<file path="src/rtl/ghr_index_unit.sv">
// Global-history front end for a gshare predictor: speculative/committed GHR pair, PHT index and F->D->E prediction pipe.
// Optional feature: define GHR_GSHARE_XOR_EN to XOR the fetch PC into the PHT index; otherwise the index is the GHR alone.
`timescale 1ns/1ps
module ghr_index_unit #(
  parameter int NUM_GHR_BITS = 5,
  parameter int PC_BITS      = 32
) (
  input  logic                    clk,
  input  logic                    reset_ni,
  input  logic [PC_BITS-1:0]      pc_f_i,
  input  logic                    branch_f_i,
  input  logic                    predict_taken_i,
  input  logic                    B_e_i,
  input  logic                    taken_e_i,
  output logic [NUM_GHR_BITS-1:0] PHTreadaddress_o,
  output logic                    PHTincrement_o,
  output logic                    B_o,
  output logic                    predict_taken_o,
  output logic                    mispredict_o,
  output logic [NUM_GHR_BITS-1:0] ghr_o
);

  logic [NUM_GHR_BITS-1:0] spec_ghr_q, spec_ghr_d;
  logic [NUM_GHR_BITS-1:0] commit_ghr_q, commit_ghr_d;
  logic                    valid_d_q, valid_d_d;
  logic                    valid_e_q, valid_e_d;
  logic                    pred_d_q, pred_d_d;
  logic                    pred_e_q, pred_e_d;
  logic                    b_upd;
  logic                    mispredict;
  logic                    predict_taken;
  logic                    unused_pc;

  assign unused_pc = ^pc_f_i;

  always_comb begin
    // Fetch-side and increment outputs are gated so they read 0 while reset is held.
    predict_taken = reset_ni & branch_f_i & predict_taken_i;
    b_upd         = B_e_i & valid_e_q;
    mispredict    = b_upd & (pred_e_q != taken_e_i);

    spec_ghr_d   = spec_ghr_q;
    commit_ghr_d = commit_ghr_q;
    if (mispredict) begin
      spec_ghr_d = {commit_ghr_q[NUM_GHR_BITS-2:0], taken_e_i};
    end else if (branch_f_i) begin
      spec_ghr_d = {spec_ghr_q[NUM_GHR_BITS-2:0], predict_taken_i};
    end
    if (b_upd) begin
      commit_ghr_d = {commit_ghr_q[NUM_GHR_BITS-2:0], taken_e_i};
    end

    valid_d_d = branch_f_i & ~mispredict;
    pred_d_d  = predict_taken;
    valid_e_d = valid_d_q & ~mispredict;
    pred_e_d  = pred_d_q;
  end

  always_ff @(posedge clk or negedge reset_ni) begin
    if (!reset_ni) begin
      spec_ghr_q   <= '0;
      commit_ghr_q <= '0;
      valid_d_q    <= 1'b0;
      valid_e_q    <= 1'b0;
      pred_d_q     <= 1'b0;
      pred_e_q     <= 1'b0;
    end else begin
      spec_ghr_q   <= spec_ghr_d;
      commit_ghr_q <= commit_ghr_d;
      valid_d_q    <= valid_d_d;
      valid_e_q    <= valid_e_d;
      pred_d_q     <= pred_d_d;
      pred_e_q     <= pred_e_d;
    end
  end

`ifdef GHR_GSHARE_XOR_EN
  assign PHTreadaddress_o = spec_ghr_q ^ pc_f_i[NUM_GHR_BITS+1:2];
`else
  assign PHTreadaddress_o = spec_ghr_q;
`endif

  assign PHTincrement_o  = reset_ni & taken_e_i;
  assign B_o             = b_upd;
  assign predict_taken_o = predict_taken;
  assign mispredict_o    = mispredict;
  assign ghr_o           = spec_ghr_q;

endmodule

</file>
<file path="config.mk">
export PLATFORM = sky130hd
export DESIGN_NAME = ghr_index_unit
export DESIGN_NICKNAME = d
export VERILOG_FILES = /design/src/rtl/ghr_index_unit.sv
export SDC_FILE = /design/constraint.sdc
export NUM_CORES = 1
export LEC_CHECK = 0
export BUFFER_PORTS_ARGS = -buffer_cell sky130_fd_sc_hd__buf_4
export CORE_MARGIN = 3
export CORE_UTILIZATION = 36
export CTS_CLUSTER_DIAMETER = 50
export DETAILED_ROUTE_END_ITERATION = 8
export PLACE_DENSITY_LB_ADDON = 0.08
export SKIP_LAST_GASP = 1
export SYNTH_ARGS = -nofsm -noshare
export SYNTH_HDL_FRONTEND = slang
export SYNTH_SLANG_ARGS = --single-unit
export TNS_END_PERCENT = 1
</file>
<file path="constraint.sdc">
create_clock -name clk -period 1.8 [get_ports clk]
set_clock_uncertainty 0.15 [all_clocks]
set_input_delay 0.09 -clock clk [delete_from_list [all_inputs] [get_ports clk]]
set_output_delay 0.09 -clock clk [all_outputs]
set_load 0.02 [all_outputs]
</file>
# After elaboration in Yosys (flattened, before gate mapping)
# Cells that the tools add are included.
# word_totals
register_bits	13
inputBits	38
output_inout_bits	14
# classes
n_eq_ne	1
muxes	2
bitwise	8
reduce_logical	1
# op_table
cell	n
two-way mux 5 bit	2
bitwise AND 1 bit	7
nonzero test 2 bit	1
inequality test 1 bit	1
inverter 1 bit	1

# Logic depth before layout (Yosys ltp)
# Gate-level depths: netlist of run 1.
# depth
word_depth	4
mapped_depth	4
ltp_nobuf	3

# Worst setup path before layout of run 1
# No wires, ideal clock.
# synth_path
kind	register -> register
from	reg pred_e_q
to	reg spec_ghr_q[1] (netlist: PHTreadaddress_o[1])
setup_ns	0.125
arrival_time_ns	1.088
required_time_ns	1.525
path_slack_ns	0.437
stages_incl_launch_ff	4
n_path_buf	0
synth_period_minus_slack_ns	1.363
path_cell_list	dfrtp_1 -> xnor2_1 -> nor2_4 -> mux2_2
# synth_between
elab_chain_cells	3
elab_cells_between_ends	4
cone_classes	eq/ne: 1; mux: 1; bitwise: 1; reduce/logical: 1
# synth_lines
element	line_no	source
start, declared	28	logic pred_e_q, pred_e_d;
start signal, assigned	73	pred_e_q <= pred_e_d;
inequality test 1 bit *	40	mispredict = b_upd & (pred_e_q != taken_e_i);
bitwise AND 1 bit *	40	
named net mispredict_o	19	output logic mispredict_o,
two-way mux 5 bit or nonzero test 2 bit (tied branches)	n/a	
end signal, assigned	68	spec_ghr_q <= spec_ghr_d;
end, declared	23	logic [NUM_GHR_BITS-1:0] spec_ghr_q, spec_ghr_d;
# The timed path passes the listed nets; every way through them passes the cells marked *.
# A chain may end at the register's enable or synchronous reset.

# Final worst setup path of run 1
# layout_path
from	in taken_e_i
to	out mispredict_o
# layout_between
elab_chain_cells	2
# layout_lines
element	line_no	source
start, declared	14	input logic taken_e_i,
inequality test 1 bit	40	
bitwise AND 1 bit	40	
end, declared	19	
# Every way passes these cells.

==> results of run 1 <==
-- worst max path at each step --
stage / startpoint / endpoint / slack, ns / depth (start not counted)
after floorplan: pred_e_q / PHTreadaddress_o[1] / 0.44 / 3
after global placement: pred_e_q / PHTreadaddress_o[2] / 0.45 / 3
after detailed placement: pred_e_q / PHTreadaddress_o[4] / 0.45 / 3
after CTS: taken_e_i / mispredict_o / 0.25 / 5
after global routing: taken_e_i / mispredict_o / 0.21 / 5
final: taken_e_i / mispredict_o / 0.25 / 5
-- routing by layer --
metal,GRT usage [%],vias to the layer above,part of all wire (%)
met5,0,-,0
met4,8.52,0,1.2
met3,4.69,2,6.2
met2,19.0,12,51
met1,14.1,191,42
li1,-,188,-
-- metrics by stage --
| stage | instance area, um^2 | power, mW | worst slack [ns] |
|---|---|---|---|
| after floorplan | 592 | 0.634 | 0.437 |
| after global placement | 712 | 0.726 | 0.451 |
| after detailed placement | 712 | 0.737 | 0.449 |
| after CTS | 788 | 0.925 | 0.253 |
| after global routing | 788 | 0.969 | 0.208 |
| final | 788 | 0.911 | 0.252 |
-- registers in the layout, summed over array words and instances, names as in the netlist --
signal / count
commit_ghr_q: 4
pred_e_q: 1
pred_d_q: 1
valid_d_q: 1
PHTreadaddress_o: 5
valid_e_q: 1
-- cell families (layout without fill, tap and decap cells) --
logic type,Yosys count,count (layout)
multiplexers,13,13
flip-flops,13,13
buffers and inverters,7,29
AND/OR/NAND/NOR,6,6
AO/OA/AOI/OAI,3,3
XOR/XNOR,1,1
-- layout make-up --
class                      instances  area [um^2]  share of cell area [%]
sequential                        13          325                    41.3
multi-input combinational         23          220                    27.9
timing repair buffer              24          193                    24.4
clock buffer                       4         26.3                    3.33
tap                               16         20.0                    2.54
inverter                           1         3.75                   0.476
-- worst reg2reg max path, stage by stage (launching register included) --
cell and delay [ns]:
dfrtp_1 0.40, xnor2_1 0.16, nor2_4 0.19, mux2_2 0.36
-- timing repair --
| action | CTS | global route |
|---|---|---|
| hold buffers | 5 | 0 |
| gates resized for setup | 0 | 0 |
| hold endpoints to repair | 17 | 0 |
-- Yosys cell counts, drive strengths merged --
library cell,n,area [um^2]
and2b,2,17.5
a31oi,1,6.26
nor2,1,11.3
inv,1,3.75
mux2,13,146
and2,1,7.51
o21ai,2,10.0
xnor2,1,8.76
buf,6,42.5
dfrtp,13,325
and3,1,6.26
nand2,1,6.26
-- where the power goes --
part           internal, mW  leakage [nW]  switching [mW]
combinational         0.171         0.193           0.152
sequential            0.361         0.152          0.0520
clock                0.0856        0.0150          0.0898
total                 0.618         0.360           0.293
==> flow_summary.yaml, run 1 <==
status:
  outcome: "complete, no violations"
cells_and_area:
  final_cell_mix: "19 x buf_4, 13 x dfrtp_1, 13 x mux2_2"
  area_growth_pct: 33.2
  layout.nets: 104
  num-fill-cells: 145
  final_common_cell: "buf_4"
  diodes: 0
  fin_cells: 81
  drive_above_1_share_pct: 61.5
  final_util_pct: 51.7
run:
  max_cap_violations: 0
synth:
  synthXorXnorAreaFrac_pct: 1.48
  synth_top_family_by_area: "multiplexers"
  synth_area_um2: 592
  synth_seq_cells: 13
  syn_avg_cell_area_um2: 13.8
  synthSimpleGateAreaFrac_pct: 8.25
  synth_cell_types: 13
  yosys_warnings: 0
  syn-num-nets: 81
  synth_cells: 43
  yosysSeqAreaShare_pct: 55.0
  synth_compound_area_share_pct: 2.75
  yosys.area_share.adder_pct: 0
  synthMuxAreaShare_pct: 24.7
detailed_routing:
  post_drt_wl_per_cell_um: 14.3
  drt-pass1-iter-count: 2
  drc: 0
  drt_iter0_markers: 5
  drtAntennaViolNets: 0
  wirelength_um: 1160
  vias: 393
  vias_per_cell: 4.85
floorplan:
  io_pins: 52
  fp.coreArea_mm2: 0.00152
  chipWidth_um: 46.5
  die_area_mm2: 0.00217
  num_rows: 14
  initial_utilization_pct: 38.8
  die_h_um: 46.5
worst_setup_path:
  critPathBufInv: 3
  max_stage_delay_ns: 0.55
  startpoint_type: "primary input"
  path_common_cell: "buf_4"
  path_delay_family: "buffers and inverters"
  worstRegToRegCells: 3
  crit_fanout: 7
  r2r-start: "pred_e_q"
  worstPathCellList: "dlygate4sd3_1 -> buf_4 -> xnor2_1 -> nor2_4 -> buf_4"
  crit_arrival_ns: 1.31
  cpMaxStageDelayCell: "dlygate4sd3_1"
  r2r_end: "PHTreadaddress_o[4]"
  worstSetupPathType: "in -> out"
  cp.required_ns: 1.56
  rrSetupSlack_ns: 0.43
  endpoint_kind: "output port"
sta:
  hold_viol_final: 0
  relSlewSlack_pct: 82.9
  period_share_pct: 86.0
  setup_viol: 0
  holdWs_ns: 0.0580
  rsz0062_at_grt: "false"
  max_freq_mhz: 646
  fin_crit_ns: 1.55
  drv_slew: 0
  finalSetupTns_ns: 0
  worst_pin_slew_ns: 0.254
global_routing:
  grt_usage_pct: 12.4
  grt_first_pass_wirelength_um: 1750
  grt_max_degree: 16
  overflow: 0
  grt_pass1_vias: 399
  antenna_found_initial: 0
clock_tree:
  cts_sinks: 13
  cts_made_buffers: 3
  cts_tree: "built"
  clockRootBuffer: "clkbuf_4"
  cts_max_path_buffers: 2
  cts.reportedPaths.clkPinSlew_ns: 0.08
  cts_max_level: 1
  postCtsSetupRepairBufs: 0
  clock_latency_ns: 0.27
power_and_ir_drop:
  leakage_nw: 0.360
  ir_drop_mv: 0.503
  cellPowerDensity_mw_per_mm2: 1160
placement:
  gp_congestion: 0.737
  io_buffers: 19
  numPlacedInstances: 72
  dpl.hpwl_um: 844
min_path:
  min_path_type: "in -> async"
Power figures use the tool's default switching activity.
==> run 2: changes to the inputs <==
ABC_AREA = 1   (was not set)
CORE_UTILIZATION = 35   (was 36)
==> run 2 against run 1 <==
Compared with the run above:
- die area grew 1.4%
- power shrank 14%
- final cell count grew 32%
- hold slack lost 0.037 ns
- utilization grew 0.87 points
- area after synthesis shrank 1.3%
- combinational power shrank 29%
- global-route usage grew 0.22 points
- sequential power shrank 9.4%
- clock power is essentially flat
- critical path type is now in -> reg
- largest power group unchanged
==> flow_summary.yaml, run 2 <==
sta:
  finalSetupTns_ns: 0
  max_freq_mhz: 594
  worst_pin_slew_ns: 0.200
  relSlewSlack_pct: 86.6
  drv_slew: 0
  period_share_pct: 93.5
  fin_crit_ns: 1.68
  setup_viol: 0
  rsz0062_at_grt: "false"
  hold_viol_final: 0
global_routing:
  antenna_found_initial: 0
  grt_first_pass_wirelength_um: 1930
  grt_pass1_vias: 428
  grt_max_degree: 16
  overflow: 0
  grt_usage_pct: 12.6
floorplan:
  chipWidth_um: 46.9
  num_rows: 14
  initial_utilization_pct: 37.9
  die_h_um: 46.9
  io_pins: 52
  die_area_mm2: 0.00220
  fp.coreArea_mm2: 0.00154
cells_and_area:
  drive_above_1_share_pct: 34.1
  layout.nets: 130
  seqCellArea_um2: 325
  final_common_cell: "buf_4"
  final_cell_mix: "21 x buf_4, 17 x nand2_1, 15 x nand3_1"
  final_util_pct: 52.6
  area_growth_pct: 38.8
  largest_reg_flops: 5
  diodes: 0
  num-fill-cells: 154
  multi_input_area_um2: 209
synth:
  synthXorXnorAreaFrac_pct: 0
  yosys.area_share.adder_pct: 0
  synth_cells: 66
  yosys_warnings: 0
  synth_cell_types: 11
  synth_commonest_cells: "18 x nand2_1, 15 x nand3_1, 13 x dfrtp_1"
  ys_async_sr_fraction_pct: 100
  yosys.cell_count.top_type: "nand2_1"
  syn_avg_cell_area_um2: 8.85
  yosysSeqAreaShare_pct: 55.7
  synth_seq_cells: 13
  synth_edf_count: 0
  synth_area_um2: 584
  synth_compound_area_share_pct: 0.857
  syn-num-nets: 104
  ys.flop_type: "dfrtp_1"
  synthTopCellsByArea: "dfrtp_1 56%, nand3_1 13%, nand2_1 12%, buf_4 6.4%, inv_1 3.2%"
  synthMuxAreaShare_pct: 0
  synth_top_area_share_pct: 55.7
  synthSimpleGateAreaFrac_pct: 33.2
  synth_largest_area_cell: "dfrtp_1"
  synth_top_family_by_area: "simple AND/OR/NAND/NOR gates"
worst_setup_path:
  worstRegToRegCells: 6
  endpoint_kind: "flop"
  crit_arrival_ns: 1.75
  crit_fanout: 4
  cp.required_ns: 1.86
  rrSetupSlack_ns: 0.15
  r2r-start: "valid_e_q"
  worstSetupPathType: "in -> reg"
  startpoint_type: "primary input"
  r2r_end: "PHTreadaddress_o[0]"
placement:
  dpl.hpwl_um: 839
  gp_congestion: 0.741
  io_buffers: 19
clock_tree:
  cts_max_level: 1
  cts_tree: "built"
  cts_made_buffers: 3
  cts_max_path_buffers: 2
  clock_latency_ns: 0.28
  clockRootBuffer: "clkbuf_4"
  cts_sinks: 13
  cts.reportedPaths.clkPinSlew_ns: 0.08
min_path:
  min_path_type: "in -> reg"
  hold_path_end: "commit_ghr_q[2]"
  min_delay_path_depth: 4
  min_from: "B_e_i"
status:
  outcome: "complete, no violations"
detailed_routing:
  vias: 508
  drc: 0
  post_drt_wl_per_cell_um: 11.7
  vias_per_cell: 4.75
  drt-pass1-iter-count: 4
  drt_iter0_markers: 3
  drtAntennaViolNets: 0
  wirelength_um: 1250
power_and_ir_drop:
  ir_drop_mv: 0.472
  cellPowerDensity_mw_per_mm2: 964
  leakage_nw: 0.431
run:
  max_cap_violations: 0
[run 2: worst max-delay path: stages]
cell and delay, ns:
dlygate4sd3_1 0.54, buf_4 0.15, inv_1 0.07, nand2_2 0.08, nand3_4 0.10, nand3_1 0.06, dlygate4sd3_1 0.55, nand3_1 0.09
[run 2: final cells by class]
class / count / share of cell area (%)
clock buffers: 4 / 3.24
multi-input cells: 42 / 25.8
well taps: 16 / 2.47
inverters: 6 / 2.78
flip-flops and latches: 13 / 40.1
repair buffers: 26 / 25.6
[run 2: layer usage]
| layer | track usage (%) | share of wire (%) | up-vias |
|---|---|---|---|
| met1 | 15.8 | 42 | 235 |
| li1 | - | - | 256 |
| met3 | 5.75 | 8.1 | 2 |
| met5 | 0 | 0 | - |
| met4 | 3.31 | 0.64 | 0 |
| met2 | 19.8 | 49 | 15 |
[run 2: worst max path at each step]
stage / slack [ns] / to / cells after the start / start
floorplan: 0.63 / PHTreadaddress_o[4] / 5 / valid_e_q
global placement: 0.58 / PHTreadaddress_o[4] / 5 / valid_e_q
detailed placement: 0.58 / PHTreadaddress_o[4] / 5 / valid_e_q
CTS: 0.03 / PHTreadaddress_o[0] / 7 / taken_e_i
global route: 0.02 / PHTreadaddress_o[0] / 8 / taken_e_i
finish: 0.12 / PHTreadaddress_o[0] / 8 / taken_e_i
[run 2: kinds of logic after synthesis]
| logic type | after synthesis |
|---|---|
| AO/OA/AOI/OAI | 1 |
| AND/OR/NAND/NOR | 41 |
| flip-flops | 13 |
| buffers and inverters | 11 |
[run 2: power breakdown]
| group | total [mW] | leakage (nW) | internal, mW | switching, mW |
|---|---|---|---|---|
| combinational | 0.229 | 0.249 | 0.101 | 0.128 |
| sequential | 0.374 | 0.166 | 0.338 | 0.0361 |
| clock | 0.178 | 0.0150 | 0.0859 | 0.0921 |
[run 2: repair_timing]
item | in CTS | in global routing
hold buffers | 5 | 0
endpoints found under the hold margin | 19 | 0
gates resized for setup | 0 | 2
endpoints found under the setup margin | 0 | 1
buffers inserted | 0 | 2
[run 2: metrics by stage]
| step | hold WS, ns | instance area (um^2) | power (mW) | cells | setup slack, ns |
|---|---|---|---|---|---|
| finish | 0.0213 | 811 | 0.781 | 107 | 0.117 |
| global route | 0.0298 | 811 | 0.835 | 107 | 0.0194 |
| CTS | 0.0198 | 786 | 0.785 | 105 | 0.0333 |
| detailed placement | -0.199 | 709 | 0.596 | 96 | 0.576 |
| global placement | -0.198 | 709 | 0.595 | 96 | 0.577 |
| floorplan | -0.356 | 584 | 0.520 | 66 | 0.628 |
==> run 3: changes to the inputs <==
CELL_PAD_IN_SITES_DETAIL_PLACEMENT = 0   (was not set)
CELL_PAD_IN_SITES_GLOBAL_PLACEMENT = 1   (was not set)
CORE_UTILIZATION = 23   (was 35)
GPL_TIMING_DRIVEN = 0   (was not set)
==> run 3 against run 2 <==
Compared with the run above:
- utilization down 17 points
- global-route usage shrank 3.2 points
- final cell count rose by 13%
- power increased by 2.4%
- first-iteration DRC count increased by 100%
==> flow_summary.yaml, run 3 (synthesis results as in run 2) <==
status:
  outcome: "complete, no violations"
global_routing:
  grt_pass1_vias: 492
  grt_first_pass_wirelength_um: 2260
  grt_max_degree: 16
  grt_usage_pct: 9.39
  antenna_found_initial: 0
  overflow: 0
placement:
  dp_worst_setup_slack_ns: 0.559
  io_buffers: 19
  numPlacedInstances: 113
  dpl.hpwl_um: 956
  gp_congestion: 0.666
worst_setup_path:
  cp.required_ns: 1.56
  crit_arrival_ns: 1.29
  startpoint_type: "primary input"
  crit_fanout: 8
  endpoint_kind: "output port"
  worstSetupPathType: "in -> out"
run:
  max_cap_violations: 0
detailed_routing:
  wl_met1_um: 604
  vias: 497
  drc: 0
  post_drt_wl_per_cell_um: 10.4
  drt_iter0_markers: 6
  drtAntennaViolNets: 0
  wl_met3_um: 67
  routed.top_layer: "met4"
  met2_length_um: 564
  vias_per_cell: 4.11
  wirelength_um: 1250
  drt-pass1-iter-count: 3
cells_and_area:
  layout.nets: 132
  drive_above_1_share_pct: 35.5
  area_growth_pct: 41.8
  fin_cells: 121
  num-fill-cells: 260
  final_cell_mix: "24 x buf_4, 18 x nand2_1, 15 x nand3_1"
  largest_reg_flops: 5
  diodes: 0
  final_common_cell: "buf_4"
power_and_ir_drop:
  cellPowerDensity_mw_per_mm2: 966
  p_clk_share_pct: 22.1
  power_frac_seq_pct: 46.8
  switchingPower_mw: 0.256
  swShare_pct: 32.1
  leakage_nw: 0.444
  combinationalPowerShare_pct: 31.0
  internal-power_mw: 0.543
  ir_drop_mv: 0.430
sta:
  period_share_pct: 84.9
  hold_viol_final: 0
  relSlewSlack_pct: 85.1
  finalSetupTns_ns: 0
  max_freq_mhz: 654
  fin_crit_ns: 1.53
  worst_pin_slew_ns: 0.223
  drv_slew: 0
  setup_viol: 0
  rsz0062_at_grt: "false"
  fin_ws_ns: 0.272
floorplan:
  chipWidth_um: 56.4
  die_area_mm2: 0.00318
  die_h_um: 56.4
  initial_utilization_pct: 25.2
  num_rows: 17
  io_pins: 52
  fp.coreArea_mm2: 0.00232
clock_tree:
  post_cts_resized: 0
  postCtsSetupRepairBufs: 0
  cts_max_path_buffers: 2
  cts_made_buffers: 3
  cts_sinks: 13
  cts_tree: "built"
  clock_latency_ns: 0.27
  cts.reportedPaths.clkPinSlew_ns: 0.07
  clockRootBuffer: "clkbuf_4"
  cts_max_level: 1
min_path:
  min_path_type: "in -> reg"
run 3: changes by cell type in the layout (fill, tap and decap cells not counted), sizes merged:
cell	delta
buf	+3
dlygate4sd3	-1
run 3: area by class of cell:
| type | instances | area, um^2 | area share (%) |
|---|---|---|---|
| clock buffers | 4 | 26.3 | 3.17 |
| plain buffers | 5 | 37.5 | 4.53 |
| repair buffers | 23 | 183 | 22.1 |
| flip-flops and latches | 13 | 325 | 39.3 |
| multi-input cells | 42 | 199 | 24.0 |
| inverters | 6 | 22.5 | 2.72 |
| well taps | 28 | 35.0 | 4.23 |
run 3: critical path, stage by stage:
cell and delay [ns]:
dlygate4sd3_1 0.54, buf_4 0.14, nand2_1 0.10, nand2_2 0.08
nor2_4 0.17, buf_4 0.18
run 3: power groups by stage:
stage | registers (mW) | logic, mW | clock network, mW
6_report | 0.375 | 0.248 | 0.177
3_3_place_gp | 0.381 | 0.245 | 0
5_1_grt | 0.383 | 0.273 | 0.216
4_1_cts | 0.376 | 0.253 | 0.192
2_1_floorplan | 0.399 | 0.121 | 0
3_5_place_dp | 0.382 | 0.246 | 0
run 3: path summary, 6_finish.rpt:
| kind | start | endpoint | slack, ns | cells past startpoint |
|---|---|---|---|---|
| hold reg to reg | pred_d_q | pred_e_q | 0.20 | 0 |
| hold / removal | B_e_i | commit_ghr_q[3] | 0.03 | 4 |
| max in group asynchronous | reset_ni | PHTreadaddress_o[4] | 1.27 | 2 |
| setup reg to reg | valid_e_q | PHTreadaddress_o[3] | 0.57 | 5 |
| min in group asynchronous | reset_ni | PHTreadaddress_o[0] | 0.06 | 2 |
| setup / recovery | taken_e_i | mispredict_o | 0.27 | 6 |
run 3: what timing repair did:
item | in CTS | in global routing
hold buffers | 4 | 0
endpoints found under the hold margin | 20 | 0
setup endpoints to repair | 0 | 0
run 3: per-layer routing:
layer	global-route usage, %	vias to the layer above
li1	-	260
met1	11.2	223
met2	14.5	12
met3	2.76	2
met4	6.10	0
met5	0	-
run 3: per-stage QoR:
stage | total power, mW | cell area (um^2) | util, % | hold WS, ns
after global routing | 0.871 | 828 | 35.7 | 0.0264
final | 0.800 | 828 | 35.7 | 0.0339
after detailed placement | 0.628 | 762 | 32.9 | -0.198
after floorplan | 0.520 | 584 | - | -0.356
after CTS | 0.821 | 828 | 35.7 | 0.0272
after global placement | 0.627 | 762 | 32.9 | -0.195
